[src/rtl/rv32m_pkg.sv]
// Shared definitions for the RV32M iterative divider: widths, op encodings,
// FSM states and the architectural constants for the special cases.
package rv32m_pkg;

  localparam int XLEN  = 32;
  localparam int CNT_W = $clog2(XLEN);

  typedef enum logic [1:0] {
    OP_DIV  = 2'b00,
    OP_DIVU = 2'b01,
    OP_REM  = 2'b10,
    OP_REMU = 2'b11
  } op_e;

  typedef enum logic [1:0] {
    S_IDLE = 2'b00,
    S_CALC = 2'b01,
    S_FIX  = 2'b10,
    S_DONE = 2'b11
  } state_e;

  localparam logic [XLEN-1:0] DIV0_QUOT = '1;
  localparam logic [XLEN-1:0] INT_MIN   = {1'b1, {(XLEN-1){1'b0}}};

  // Two's complement negation, wrapping within XLEN bits.
  function automatic logic [XLEN-1:0] neg2(input logic [XLEN-1:0] v);
    return (~v) + XLEN'(1);
  endfunction

endpackage

[src/rtl/rv32m_divider_div_step.sv]
// One restoring division iteration: shift the next dividend bit into the
// partial remainder, then subtract the divisor if it fits.
module div_step
  import rv32m_pkg::*;
(
  input  logic [XLEN-1:0] rem_i,
  input  logic [XLEN-1:0] quo_i,
  input  logic [XLEN-1:0] divisor_i,
  output logic [XLEN-1:0] rem_o,
  output logic [XLEN-1:0] quo_o
);

  // The shifted remainder needs XLEN+1 bits: it can reach 2*divisor-1, but
  // after a successful subtract it is below the divisor and fits XLEN again.
  logic [XLEN:0] rem_sh;
  logic          fits;

  always_comb begin
    rem_sh = {rem_i, quo_i[XLEN-1]};
    fits   = (rem_sh >= {1'b0, divisor_i});
    rem_o  = fits ? (rem_sh[XLEN-1:0] - divisor_i) : rem_sh[XLEN-1:0];
    quo_o  = {quo_i[XLEN-2:0], fits};
  end

endmodule

[src/rtl/rv32m_divider.sv]
// Iterative RV32M divider (DIV/DIVU/REM/REMU) with start/busy/done handshake:
// one shift-subtract step per cycle on magnitudes, then a sign fix-up.
module rv32m_divider
  import rv32m_pkg::*;
(
  input  logic            clk,
  input  logic            rst_n,
  input  logic            start,
  input  logic            kill,
  input  logic [1:0]      op,
  input  logic [XLEN-1:0] a,
  input  logic [XLEN-1:0] b,
  output logic            busy,
  output logic            done,
  output logic [XLEN-1:0] result
);

  state_e            state_q,   state_d;
  op_e               op_q,      op_d;
  logic              signed_q,  signed_d;
  logic              sa_q,      sa_d;
  logic              sb_q,      sb_d;
  logic [XLEN-1:0]   divisor_q, divisor_d;
  logic [XLEN-1:0]   quo_q,     quo_d;
  logic [XLEN-1:0]   rem_q,     rem_d;
  logic [CNT_W-1:0]  cnt_q,     cnt_d;
  logic [XLEN-1:0]   result_q,  result_d;

  logic [XLEN-1:0]   step_rem, step_quo;
  logic              accept, is_signed, div0, ovf;
  logic [XLEN-1:0]   quo_fix, rem_fix;

  div_step u_step (
    .rem_i     (rem_q),
    .quo_i     (quo_q),
    .divisor_i (divisor_q),
    .rem_o     (step_rem),
    .quo_o     (step_quo)
  );

  assign is_signed = ~op[0];
  assign div0      = (b == '0);
  assign ovf       = is_signed && (a == INT_MIN) && (b == '1);
  assign accept    = ((state_q == S_IDLE) || (state_q == S_DONE)) && start && !kill;

  assign quo_fix = (signed_q && (sa_q != sb_q)) ? neg2(quo_q) : quo_q;
  assign rem_fix = (signed_q && sa_q)           ? neg2(rem_q) : rem_q;

  // NOTE: every _d gets its hold value first, so no path through the case
  // leaves a variable unassigned and no latch is inferred.
  always_comb begin
    state_d   = state_q;
    op_d      = op_q;
    signed_d  = signed_q;
    sa_d      = sa_q;
    sb_d      = sb_q;
    divisor_d = divisor_q;
    quo_d     = quo_q;
    rem_d     = rem_q;
    cnt_d     = cnt_q;
    result_d  = result_q;

    unique case (state_q)
      S_IDLE, S_DONE: begin
        state_d = S_IDLE;
        if (accept) begin
          op_d      = op_e'(op);
          signed_d  = is_signed;
          sa_d      = is_signed && a[XLEN-1];
          sb_d      = is_signed && b[XLEN-1];
          quo_d     = (is_signed && a[XLEN-1]) ? neg2(a) : a;
          divisor_d = (is_signed && b[XLEN-1]) ? neg2(b) : b;
          rem_d     = '0;
          cnt_d     = CNT_W'(XLEN - 1);
          // Special cases bypass the iteration and finish one cycle later.
          if (div0) begin
            result_d = op[1] ? a : DIV0_QUOT;
            state_d  = S_DONE;
          end else if (ovf) begin
            result_d = op[1] ? '0 : INT_MIN;
            state_d  = S_DONE;
          end else begin
            state_d  = S_CALC;
          end
        end
      end

      S_CALC: begin
        if (kill) begin
          state_d = S_IDLE;
        end else begin
          rem_d = step_rem;
          quo_d = step_quo;
          cnt_d = cnt_q - CNT_W'(1);
          if (cnt_q == '0) state_d = S_FIX;
        end
      end

      S_FIX: begin
        if (kill) begin
          state_d = S_IDLE;
        end else begin
          result_d = ((op_q == OP_REM) || (op_q == OP_REMU)) ? rem_fix : quo_fix;
          state_d  = S_DONE;
        end
      end

      default: state_d = S_IDLE;
    endcase
  end

  // NOTE: the datapath registers are reset too, so nothing observable or
  // internal carries state across a reset.
  always_ff @(posedge clk or negedge rst_n) begin
    if (!rst_n) begin
      state_q   <= S_IDLE;
      op_q      <= OP_DIV;
      signed_q  <= 1'b0;
      sa_q      <= 1'b0;
      sb_q      <= 1'b0;
      divisor_q <= '0;
      quo_q     <= '0;
      rem_q     <= '0;
      cnt_q     <= '0;
      result_q  <= '0;
    end else begin
      state_q   <= state_d;
      op_q      <= op_d;
      signed_q  <= signed_d;
      sa_q      <= sa_d;
      sb_q      <= sb_d;
      divisor_q <= divisor_d;
      quo_q     <= quo_d;
      rem_q     <= rem_d;
      cnt_q     <= cnt_d;
      result_q  <= result_d;
    end
  end

  assign busy   = (state_q == S_CALC) || (state_q == S_FIX);
  assign done   = (state_q == S_DONE);
  assign result = result_q;

endmodule

[config.mk]
export PLATFORM = sky130hd
export DESIGN_NAME = rv32m_divider
export DESIGN_NICKNAME = d
export VERILOG_FILES = /design/src/rtl/rv32m_pkg.sv /design/src/rtl/rv32m_divider_div_step.sv /design/src/rtl/rv32m_divider.sv
export SDC_FILE = /design/constraint.sdc
export NUM_CORES = 1
export LEC_CHECK = 0
export BUFFER_PORTS_ARGS = -buffer_cell sky130_fd_sc_hd__clkbuf_2
export CORE_MARGIN = 4
export CORE_UTILIZATION = 55
export CTS_CLUSTER_DIAMETER = 50
export DETAILED_ROUTE_END_ITERATION = 16
export PLACE_DENSITY = 0.84
export SYNTH_ARGS = -nofsm -noshare
export SYNTH_HDL_FRONTEND = slang
export SYNTH_SLANG_ARGS = --single-unit
[constraint.sdc]
create_clock -name clk -period 3.17 [get_ports clk]
set_input_delay 0.317 -clock clk [delete_from_list [all_inputs] [get_ports clk]]
set_output_delay 0.317 -clock clk [all_outputs]
set_load 0.02 [all_outputs]
==> impl_results.md <==
* Top-area cell type share of the netlist area at 32.5%
* Number of rows created at floorplan at 50
* Total of max-cap violations at 0
* Average detailed-routed wire length per instance at 18.4 microns
* Detailed-route via count at 10800
* Final number of hold-violating endpoints at 0
* Final routed DRC violation total at 0
* Final #Nets at 1560
* Dominant cell by count in the synthesized netlist: sky130_fd_sc_hd__dfrtp_1
* Share of synthesized area occupied by flip-flops and latches at 32.5%
* Post-synth cell types at 66
* First-pass GRT wire length at 51700 microns
* Remaining antenna violation count after routing at 0
* Worst Hold Slack at 0.193 ns
* Vias in the first global route at 10400
* CTS clock-pin slew for the worst setup and hold paths at 0.06 ns
* CP peak stage delay at 0.59 ns
* CP max-delay cell: sky130_fd_sc_hd__or4_4
* Final clock skew at 0.00621 ns
* Avg Synthesized Cell Area at 8.04 sq um
* Flops & latches, synth at 139
* Critical path arrival at 3.38 ns
* Min-delay worst type: in -> reg
* Register share of total power at 31.8%
* Drt via density at 6.26
* Sw power at 0.00385 W
* CP Cell Sequence: buf_6 > or4_4 > nor3_4 > nand3_2 > or4_4 > o41ai_4 > xnor2_1 > o221ai_1 > a21oi_2 > mux2_4
* Floorplan die width at 148 microns
* WP data required at 3.49 ns
* Min Tclk post-route at 3.06 ns
* Combinational group share of total power at 47.1%
* Die footprint at 21800 sq um
* Max-Slew Margin vs Limit at 44.5%
* Later-pin clock latency in the skew report at 0.43 ns
* CP endpoint kind: register
* Maximum vdd drop at 0.403 mV
* Fraction of synthesis flops using an asynchronous set or reset pin at 100%
* Overall fraction of global-route tracks in use at 28.8%
* PwrDens at 727 nW/um^2
* Clk network pwr share at 21.1%
* Port Buffers at 103
* Clock tree root buffer cell: sky130_fd_sc_hd__clkbuf_16
* Number of instances in the synthesized netlist at 1332
* Synth warn at 0
* Number of pins with negative max-slew slack in the final report at 0
* Fillcell total at 1557
* # setup viols final at 0
* Number of flops mapped to enable cells by yosys at 0
* Post-synthesis net count at 1445
* Num CTS Buffers at 17
* Fraction of final layout cells with drive strength greater than 1 at 16.4%
* Netlist area before placement at 10700 sq um
* Detailed router's first-iteration violation count at 1217
* Clock tree from TritonCTS: built
* Switching share of power at 42.5%
* Die H at 148 microns
* Antenna diode count at 0
* Final WL at 31700 microns
* Post-synth top cells: 139 x sky130_fd_sc_hd__dfrtp_1, 130 x sky130_fd_sc_hd__a21oi_1, 130 x sky130_fd_sc_hd__o21ai_0, 129 x sky130_fd_sc_hd__nand2_1, 123 x sky130_fd_sc_hd__nor2_1
* Area leader, netlist: sky130_fd_sc_hd__dfrtp_1
* Total overflow reported by the global router at 0
* Number of sinks driven by the clock tree at 139
* # H-tree levels at 4
* Dominant cell type by count on the critical path: sky130_fd_sc_hd__or4_4
* Pin count of the biggest net entering global routing at 78
* Sum of net half-perimeters after detailed placement at 23200 microns
* Reported leakage power at 5.48 nW
* Largest cells by area after synthesis: sky130_fd_sc_hd__dfrtp_1 32%, sky130_fd_sc_hd__xnor2_1 7.8%, sky130_fd_sc_hd__a21oi_1 6.1%
* Total Power at 0.00905 W
* Count of TritonRoute iterations in the first routing pass at 6
* Status: finished clean
* R2R Setup Slk at 0.11 ns
* Critical path start-end classification: reg -> reg
* Layout-stage area growth over the synthesis result at 16.3%
* Fmax at 0.326 GHz
* Transition at the pin with the smallest max-transition slack at 0.833 ns
* Initial antenna violation count at 0
* GPL Wtd Cong at 0.974
* Worst-path maximum fanout at 9
* Initial core utilization at 56.5%
* Internal power at 0.00521 W
* Worst-case clock buffer depth at 2
* Area of the core at 19000 sq um
* Final worst path period share at 96.7%
* Category of the worst setup path launch point: register
* I/O Pins at 104
* Most common flop cell mapped by yosys: sky130_fd_sc_hd__dfrtp_1
flip-flops by register name, indices dropped and copies added, names as in the netlist:
signal and flops:
sb_q 1, rem_q 32, state_q 2, op_q 1
quo_q 32, signed_q 1, sa_q 1, cnt_q 5
result 32, divisor_q 32
worst paths after layout:
path	startpoint	to	cells past startpoint
min	b[31]	divisor_q[31]$_DFFE_PN0P_	3
max in group asynchronous	rst_n	rem_q[31]$_DFFE_PN0P_	3
min reg2reg	divisor_q[15]$_DFFE_PN0P_	divisor_q[15]$_DFFE_PN0P_	2
max reg2reg	rem_q[10]$_DFFE_PN0P_	result[29]$_DFFE_PN0P_	10
max	rem_q[10]$_DFFE_PN0P_	result[29]$_DFFE_PN0P_	10
min in group asynchronous	rst_n	result[7]$_DFFE_PN0P_	2
cells in the final DEF, fill, tap and decap left out, types with 4 or more instances in the layout:
cell type and n:
sky130_fd_sc_hd__o31ai_1 15, sky130_fd_sc_hd__clkbuf_16 17, sky130_fd_sc_hd__or4_1 6, sky130_fd_sc_hd__nor4_1 15, sky130_fd_sc_hd__or4_4 4, sky130_fd_sc_hd__o22ai_1 29
sky130_fd_sc_hd__xnor2_1 95, sky130_fd_sc_hd__nand3_1 20, sky130_fd_sc_hd__o211ai_1 10, sky130_fd_sc_hd__and3_1 5, sky130_fd_sc_hd__a31oi_1 28, sky130_fd_sc_hd__o21ai_0 128
sky130_fd_sc_hd__nand2b_1 15, sky130_fd_sc_hd__nand2_1 129, sky130_fd_sc_hd__mux2_2 11, sky130_fd_sc_hd__clkbuf_2 102, sky130_fd_sc_hd__nor2_1 123, sky130_fd_sc_hd__buf_12 4
sky130_fd_sc_hd__o21a_1 6, sky130_fd_sc_hd__nor3_1 26, sky130_fd_sc_hd__a211oi_1 8, sky130_fd_sc_hd__nand4_1 13, sky130_fd_sc_hd__a21o_1 21, sky130_fd_sc_hd__inv_1 64
sky130_fd_sc_hd__nor2b_1 7, sky130_fd_sc_hd__o221ai_1 16, sky130_fd_sc_hd__xor2_1 53, sky130_fd_sc_hd__o2111ai_1 4, sky130_fd_sc_hd__dfrtp_1 139, sky130_fd_sc_hd__or3_1 8
sky130_fd_sc_hd__a21oi_1 127, sky130_fd_sc_hd__ha_1 39, sky130_fd_sc_hd__buf_4 59, sky130_fd_sc_hd__mux2i_1 26, sky130_fd_sc_hd__o41ai_1 11, sky130_fd_sc_hd__and2_1 5
sky130_fd_sc_hd__clkinv_2 4, sky130_fd_sc_hd__clkbuf_8 4
per-stage QoR:
step	area [sq um]	setup TNS (ns)	setup WS, ns	utilization (%)	std cells
floorplan	10700	0	0.116	-	1332
global placement	11800	0	0.0680	62.2	1686
CTS	12400	0	0.0181	65.3	1718
detailed placement	11800	-0.0996	-0.0768	62.2	1686
global route	12500	-0.0472	-0.0472	65.7	1719
finish	12500	0	0.106	65.7	1719
layout make-up:
class                   instances  area, sq um  area share (%)
repair buffers                168         1070            8.56
well taps                     260          325            2.61
multi-input cells            1056         6790            54.5
flip-flops and latches        139         3480            27.9
clock buffers                  24          492            3.95
inverters                      65          244            1.96
clock inverters                 7         65.1           0.522
critical path: cells and delay by family, from the launching register on:
kind	cells	cell delay [ns]
compound gates	3	0.52
mux	1	0.26
xor+xnor	1	0.11
simple gates	4	1.48
buf+inv	1	0.16
flops	1	0.42
power by group through the flow:
stage	sequential [W]	combinational, W	clock [W]
after floorplan	0.00298	0.00275	0
after global placement	0.00286	0.00397	0
after detailed placement	0.00289	0.00408	0
after CTS	0.00287	0.00413	0.00191
after global routing	0.00296	0.00468	0.00199
final	0.00288	0.00426	0.00191
cells by family after synthesis:
logic type / share of synthesized area (%)
xor gates and xnor gates: 12.1
adders and majority gates: 5.09
muxes: 3.73
buffers and inverters: 5.12
AOI/OAI and AO/OA: 24.1
DFF: 32.5
and+or+nand+nor: 17.4
metal layers:
metal | global-route usage [%] | part of all wire, % | vias to the layer above
met5 | 0 | 0 | -
met3 | 4.90 | 9.5 | 112
met2 | 46.5 | 46 | 653
met1 | 38.5 | 41 | 4992
met4 | 11.8 | 3.3 | 0
li1 | - | - | 4998
what timing repair did:
item / 4_1_cts / 5_1_grt
hold buffers: 1 / 0
hold endpoints to repair: 76 / 0
endpoints found under the setup margin: 2 / 14
pin swaps: 0 / 5
setup buffers: 0 / 1
resized for setup: 2 / 22
Power figures use the tool's default switching activity.
